===== src/rtl/ram_arbiter.sv =====
// Round-robin arbiter sharing one basic_ram between the fetch and data ports.
// Optional MEM_TIMEOUT_EN aborts an access after TIMEOUT_CYC cycles without ram_done.
module ram_arbiter #(
  parameter int ADDR_W      = 32,
  parameter int DATA_W      = 32,
  parameter int TIMEOUT_CYC = 64
) (
  input  logic              clk,
  input  logic              rst_n,
  input  logic              if_req,
  input  logic [ADDR_W-1:0] if_addr,
  output logic [DATA_W-1:0] if_rdata,
  output logic              if_ack,
  input  logic              d_req,
  input  logic              d_we,
  input  logic [ADDR_W-1:0] d_addr,
  input  logic [DATA_W-1:0] d_wdata,
  output logic [DATA_W-1:0] d_rdata,
  output logic              d_ack,
  output logic              err,
  output logic              ram_cs,
  output logic              ram_we,
  output logic              ram_oe,
  output logic [ADDR_W-1:0] ram_addr,
  output logic [DATA_W-1:0] ram_wdata,
  input  logic [DATA_W-1:0] ram_rdata,
  input  logic              ram_done
);

  typedef enum logic [1:0] {IDLE, ACCESS, DONE} state_t;

  localparam logic PORT_IF = 1'b0;
  localparam logic PORT_D  = 1'b1;

  state_t state_reg;
  logic   last_grant_reg;
  logic   port_reg;
  logic   grant_d;
  logic   timeout;

  // Under contention the port that did not win last time gets the RAM.
  assign grant_d = (if_req && d_req) ? (last_grant_reg == PORT_IF) : d_req;

`ifdef MEM_TIMEOUT_EN
  localparam int TW = (TIMEOUT_CYC > 1) ? $clog2(TIMEOUT_CYC) : 1;
  localparam logic [TW-1:0] T_LAST = TW'(TIMEOUT_CYC - 1);

  logic [TW-1:0] tmr_reg;

  // A ram_done in the final cycle still counts as a normal completion.
  assign timeout = (tmr_reg == T_LAST) && !ram_done;
`else
  logic unused_cfg;
  assign unused_cfg = ^TIMEOUT_CYC;
  assign timeout    = 1'b0;
`endif

  always_ff @(posedge clk or negedge rst_n) begin
    if (!rst_n) begin
      state_reg      <= IDLE;
      last_grant_reg <= PORT_D;
      port_reg       <= PORT_IF;
      ram_cs         <= 1'b0;
      ram_we         <= 1'b0;
      ram_oe         <= 1'b0;
      ram_addr       <= '0;
      ram_wdata      <= '0;
      if_rdata       <= '0;
      d_rdata        <= '0;
      if_ack         <= 1'b0;
      d_ack          <= 1'b0;
      err            <= 1'b0;
`ifdef MEM_TIMEOUT_EN
      tmr_reg        <= '0;
`endif
    end else begin
      if_ack <= 1'b0;
      d_ack  <= 1'b0;
      err    <= 1'b0;
      unique case (state_reg)
        IDLE: begin
          if (if_req || d_req) begin
            port_reg       <= grant_d;
            last_grant_reg <= grant_d;
            ram_addr       <= grant_d ? d_addr : if_addr;
            ram_we         <= grant_d && d_we;
            ram_oe         <= !(grant_d && d_we);
            if (grant_d && d_we)
              ram_wdata <= d_wdata;
            ram_cs    <= 1'b1;
            state_reg <= ACCESS;
`ifdef MEM_TIMEOUT_EN
            tmr_reg   <= '0;
`endif
          end
        end
        ACCESS: begin
          if (ram_done || timeout) begin
            ram_cs    <= 1'b0;
            ram_we    <= 1'b0;
            ram_oe    <= 1'b0;
            err       <= timeout;
            state_reg <= DONE;
            if (port_reg == PORT_D)
              d_ack <= 1'b1;
            else
              if_ack <= 1'b1;
            // An aborted read returns zero rather than whatever is on the bus.
            if (!ram_we) begin
              if (port_reg == PORT_D)
                d_rdata <= ram_done ? ram_rdata : '0;
              else
                if_rdata <= ram_done ? ram_rdata : '0;
            end
          end
`ifdef MEM_TIMEOUT_EN
          else begin
            tmr_reg <= tmr_reg + 1'b1;
          end
`endif
        end
        DONE: begin
          state_reg <= IDLE;
        end
        default: begin
          state_reg <= IDLE;
        end
      endcase
    end
  end

endmodule

===== config.mk =====
export PLATFORM = sky130hd
export DESIGN_NAME = ram_arbiter
export DESIGN_NICKNAME = d
export VERILOG_FILES = /design/src/rtl/ram_arbiter.sv
export SDC_FILE = /design/constraint.sdc
export NUM_CORES = 1
export LEC_CHECK = 0
export CAP_MARGIN = 25
export CORE_ASPECT_RATIO = 1.75
export CORE_MARGIN = 4
export CORE_UTILIZATION = 41
export CTS_CLUSTER_SIZE = 28
export DETAILED_ROUTE_END_ITERATION = 16
export PLACE_DENSITY_LB_ADDON = 0.1
export SLEW_MARGIN = 0
export SYNTH_ARGS = -nofsm -noshare
export SYNTH_HDL_FRONTEND = slang
export SYNTH_SLANG_ARGS = --single-unit

===== constraint.sdc =====
create_clock -name clk -period 2 [get_ports clk]
set_clock_uncertainty 0.1 [all_clocks]
set_input_delay 0.5 -clock clk [delete_from_list [all_inputs] [get_ports clk]]
set_output_delay 0.5 -clock clk [all_outputs]
set_load 0.03 [all_outputs]

==> results.sh <==
export IMPL_async_flop_share_pct=100
export IMPL_worstPathMaxFanout=32
export IMPL_cp_arrival_ps=2100
export IMPL_fin_crit_sh_pct=95.9
export IMPL_grt_setup_unrepaired="no"
export IMPL_dpl_hpwl_mm=11.6
export IMPL_instances_no_fill=810
export IMPL_power_frac_clock_pct=21.4
export IMPL_place_congestion=0.782
export IMPL_antenna_found_initial=1
export IMPL_multi_input_area_um2=2070
export IMPL_insertion_delay_ps=400
export IMPL_p_leak_nw=4.21
export IMPL_fp_dieW_um=96.4
export IMPL_critPathCaptureType="register"
export IMPL_yosysUniqueCellTypes=22
export IMPL_die_area_um2=15700
export IMPL_p_sw_share_pct=39.4
export IMPL_drive_gt1_share_pct=34.2
export IMPL_pwr_share_seq_pct=30.5
export IMPL_start_kind="input port"
export IMPL_intPower_w=0.00975
export IMPL_cts_max_level=4
export IMPL_finalPower_w=0.0161
export IMPL_avgRoutedWirePerCell_um=18.4
export IMPL_fp_dieH_um=163
export IMPL_ys_seq_area_share_pct=61.2
export IMPL_yosysWarnings=0
export IMPL_dp_cells=776
export IMPL_post_cts_repair_setup_buffers=0
export IMPL_synth_nets=471
export IMPL_utilization_pct=68.3
export IMPL_peakVddDrop_v=0.000793
export IMPL_grtUsageTotal_pct=19.7
export IMPL_cts_buffer_depth=2
export IMPL_path_class="in -> reg"
export IMPL_overflow=0
export IMPL_synth_seq_cells=137
export IMPL_path_clk_slew_ps=50
export IMPL_cts_buffers=17
export IMPL_vias=3856
export IMPL_syn_area_um2=5610
export IMPL_period_minus_slack_ps=1920
export IMPL_slew_viol_final=0
export IMPL_place_ws_ps=-345
export IMPL_p_sw_w=0.00632
export IMPL_design_core_area_um2=13400
export IMPL_finalHoldViolations=0
export IMPL_cts_tree="done"
export IMPL_ioPinCount=268
export IMPL_drc=0
export IMPL_comb_power_share_pct=48.2
export IMPL_seqCellArea_um2=3430
export IMPL_synth_edf_count=0
export IMPL_required_ps=2190
export IMPL_syn_inst=337
export IMPL_drtPass1Iterations=3
export IMPL_finalSetupViolCount=0
export IMPL_numClockSinks=137
export IMPL_ant_nets=0
export IMPL_final_area_um2=9150
export IMPL_grt_pass1_vias=4377
export IMPL_finalNetCount=756
export IMPL_rows=56
export IMPL_powerDensity_nw_per_um2=1760
export IMPL_drt_total_wl_mm=14.9
export IMPL_routed_via_density=4.76
export IMPL_initial_core_util_pct=41.9
export IMPL_grt_max_degree=46
export IMPL_status="finished, final reports clean"
export IMPL_synth_area_per_cell_um2=16.6
export IMPL_synth_main_ff_cell="dfrtp_1"
export IMPL_hold_path_class="reg -> reg"
export IMPL_clockRootBuffer="clkbuf_16"
export IMPL_fmax_mhz=521
export IMPL_portBuffers=266
export IMPL_max_cap_viol_count=0
export IMPL_setup_ws_ps=82.2
export IMPL_dpl_cell_area_um2=8640
export IMPL_area_delta_synth_final_pct=63.1
export IMPL_grt_pass1_wl_mm=23.0
export IMPL_drt_iter0_drc=55
export IMPL_nFillCells=1044
[logic make-up after synthesis]
kind of cell	Yosys count	share of synthesized area (%)
and+or+nand+nor	11	1.29
muxes	162	34.5
AOI/OAI and AO/OA	5	0.625
DFF	137	61.2
buffers and inverters	21	2.32
other	1	0.0669
[routing by layer]
layer / track usage, % / vias to the layer above / part of all wire (%)
li1: - / 1764 / -
met1: 20.0 / 1903 / 33
met2: 35.0 / 165 / 56
met3: 7.26 / 24 / 8.4
met4: 8.88 / 0 / 2.6
met5: 0 / - / 0
[power by group through the flow]
stage / clock [W] / combinational (W) / sequential (W)
floorplan: 0 / 0.00224 / 0.00764
global placement: 0 / 0.00867 / 0.00492
detailed placement: 0 / 0.00880 / 0.00499
CTS: 0.00353 / 0.00785 / 0.00491
global route: 0.00368 / 0.00813 / 0.00509
finish: 0.00344 / 0.00774 / 0.00489
[per-stage QoR]
stage               hold WS [ps]  setup TNS (ps)
floorplan                    104               0
global placement             362          -35720
detailed placement           368          -38100
CTS                          381               0
global route                 399               0
finish                       378               0
[critical path, stage by stage]
cell	delay (ps)
clkdlybuf4s50_1	530
nand3b_4	90
or3_2	450
buf_12	220
mux2_4	320
[layout by cell type, fill, tap and decap left out]
master / instances
or3_2: 1
dfrtp_1: 136
dlygate4sd3_1: 1
nor3_4: 1
mux2_4: 30
nor2_1: 3
inv_1: 2
nand2_1: 3
a21boi_4: 1
mux2_2: 130
clkbuf_1: 1
inv_6: 2
dlygate4sd2_1: 133
o21ai_0: 1
dfstp_2: 1
buf_12: 9
clkdlybuf4s50_1: 132
buf_4: 9
a31o_2: 1
o21ai_4: 1
clkinv_4: 3
a21oi_1: 1
buf_6: 1
or2b_1: 1
bufinv_16: 5
diode_2: 1
and3_1: 1
clkbuf_8: 1
clkinvlp_4: 3
nand3b_4: 1
clkbuf_16: 17
conb_1: 1
mux2_1: 2
[what timing repair did]
action | in CTS | in global routing
setup endpoints to repair | 133 | 0
endpoints found under the hold margin | 39 | 0
hold buffers | 1 | 0
gates resized for setup | 133 | 0
[cell usage after synthesis (2+ instances only)]
library cell,count,area [um2]
nor2_1,3,11.3
o21ai_0,2,10.0
buf_2,11,55.1
nand2_1,3,11.3
dfrtp_1,136,3400
mux2_2,130,1460
buf_6,3,33.8
buf_4,4,30.0
mux2_4,30,450
mux2_1,2,22.5
inv_1,2,7.51
[final cells by class]
type / instances / share of cell area, %
timing repair buffer: 285 / 30.1
clock inverter: 13 / 2.37
antenna: 1 / 0.0274
inverter: 2 / 0.0821
tap: 174 / 2.38
multi-input combinational: 179 / 22.7
sequential: 137 / 37.5
clock buffer: 19 / 4.84
[final timing paths]
path,startpoint,to,slack (ps),cells past startpoint
max in group asynchronous,rst_n,ram_wdata[5],740,3
setup / recovery,ram_done,d_rdata[14],80,5
min in group asynchronous,rst_n,if_rdata[4],490,2
hold reg to reg,ram_cs,ram_cs,380,2
hold / removal,ram_cs,ram_cs,380,2
setup reg to reg,state_reg[1],d_rdata[14],240,4
No activity file was read; power rests on OpenSTA's default activity.
==> RTL edit: new RTL, same settings <==
Build with the macro `MEM_TIMEOUT_EN` defined.
--- a/src/rtl/ram_arbiter.sv
+++ b/src/rtl/ram_arbiter.sv
@@ -1,5 +1,7 @@
 // Round-robin arbiter sharing one basic_ram between the fetch and data ports.
 // Optional MEM_TIMEOUT_EN aborts an access after TIMEOUT_CYC cycles without ram_done.
+`define MEM_TIMEOUT_EN
+
 module ram_arbiter #(
   parameter int ADDR_W      = 32,
   parameter int DATA_W      = 32,
Function: no difference found for any inputs over 4 cycles, from zero or initial values and one cycle with rst_n low; that may be too few to reach the edited logic, so the function may still have changed.
==> RTL edit against the unedited design <==
  * Combinational power fell by 8.0%
  * Design area rose by 5.4%
  * Critical path type is now reg2reg
  * Wire length rose by 10%
  * Fmax rose by 0.28%
  * Largest power group unchanged
  * Sequential cell count rose by 7
  * Synthesized area rose by 8.3%
  * Count of clock-buffer cells in the layout did not move
  * Power fell by 5.4%
  * Setup slack improved by 0.0053 ns
  * Via count rose by 17%
==> RTL edit: results (changes against the unedited design) <==
[status]
status = complete, no violations

[logic_synthesis]
synthTopCellsByArea = dfrtp_1 (59%), mux2_2 (12%), mux2_4 (7.4%), mux2i_1 (5.3%), and2_1 (3.4%)
synth_nets = 577  ; +23%
synth_cell_types = 34  ; +55%
avgSynthCellArea_um2 = 13.74  ; -17%
synth_xor_area_frac = 0.001442  ; +0.001442
synthAdderAreaFrac = 0.002061  ; +0.002061

[placement]
dpl_cell_area_mm2 = 0.009193  ; +6.4%
io_buffers = 267  ; +0.38%
dp_hpwl_mm = 12.64  ; +9.1%

[power]
power_density_mw_per_mm2 = 1577  ; -10%
p_leak_nw = 4.773  ; +13%

[setup_path]
crit-reg2reg-launch = tmr_reg[1]
critical_path.slowest_cell = dfrtp_1
reg2reg_depth = 6  ; +2

[route]
drt_iter0_drc = 104  ; +89%
firstDrtPassIters = 4  ; +1

[cells_and_area]
multiInputGateArea_mm2 = 0.002344  ; +13%
buf_share = 0.2969  ; -0.004373

[global_route]
use_met2 = 0.3548  ; +0.004330
grt_start_max_net_pins = 65  ; +41%
track_usage = 0.1979  ; +0.0008385
grt_pass1_vias = 5039  ; +15%
grt_pass1_wl_mm = 26.14  ; +14%

[cts]
cts_sinks = 144  ; +5.1%

[RTL edit: cell count changes in the layout (fill, tap and decap cells not counted), moves of 3 or more]
cell and delta:
o21ai_0 +36, mux2_2 -64, bufinv_16 -3, dfrtp_1 +7, buf_12 +3, mux2i_1 +32
nand3_1 +4, a22o_1 +3, and2_1 +33, inv_6 +3, buf_4 +5, nand2_1 +37
nor2b_1 +3
[RTL edit: metal layers]
metal | routed length, µm | share of wire
met5 | 0 | 0
met4 | 427 | 0.026
met3 | 1373 | 0.083
met2 | 9006 | 0.55
met1 | 5674 | 0.34
[RTL edit: repair_timing]
action	in CTS	in global routing
setup endpoints to repair	134	62
hold endpoints to repair	26	0
hold buffers	1	0
buffers inserted	0	1
resized for setup	134	0
cloned	0	0
pin swaps	0	2
[RTL edit: stage by stage]
| stage | hold WS [ns] | total power, W |
|---|---|---|
| 2_1_floorplan | 0.1044 | 0.009371 |
| 3_3_place_gp | 0.2966 | 0.01287 |
| 3_5_place_dp | 0.2953 | 0.01305 |
| 4_1_cts | 0.3786 | 0.01538 |
| 5_1_grt | 0.3947 | 0.01601 |
| 6_report | 0.3705 | 0.01520 |
[RTL edit: worst min path at each step]
stage / start / endpoint / slack (ns) / cells after the start
after floorplan: rst_n / d_ack / 0.10 / 0
after global placement: rst_n / d_rdata[11] / 0.30 / 1
after detailed placement: rst_n / d_rdata[11] / 0.30 / 1
after CTS: ram_addr[9] / ram_addr[9] / 0.38 / 2
after global routing: ram_addr[22] / ram_addr[22] / 0.39 / 2
final: ram_addr[9] / ram_addr[9] / 0.37 / 2
[RTL edit: worst min-delay path: stages, from the launching register on]
cell and delay, ns:
dfrtp_1 0.34, nand2_1 0.04, o21ai_0 0.06
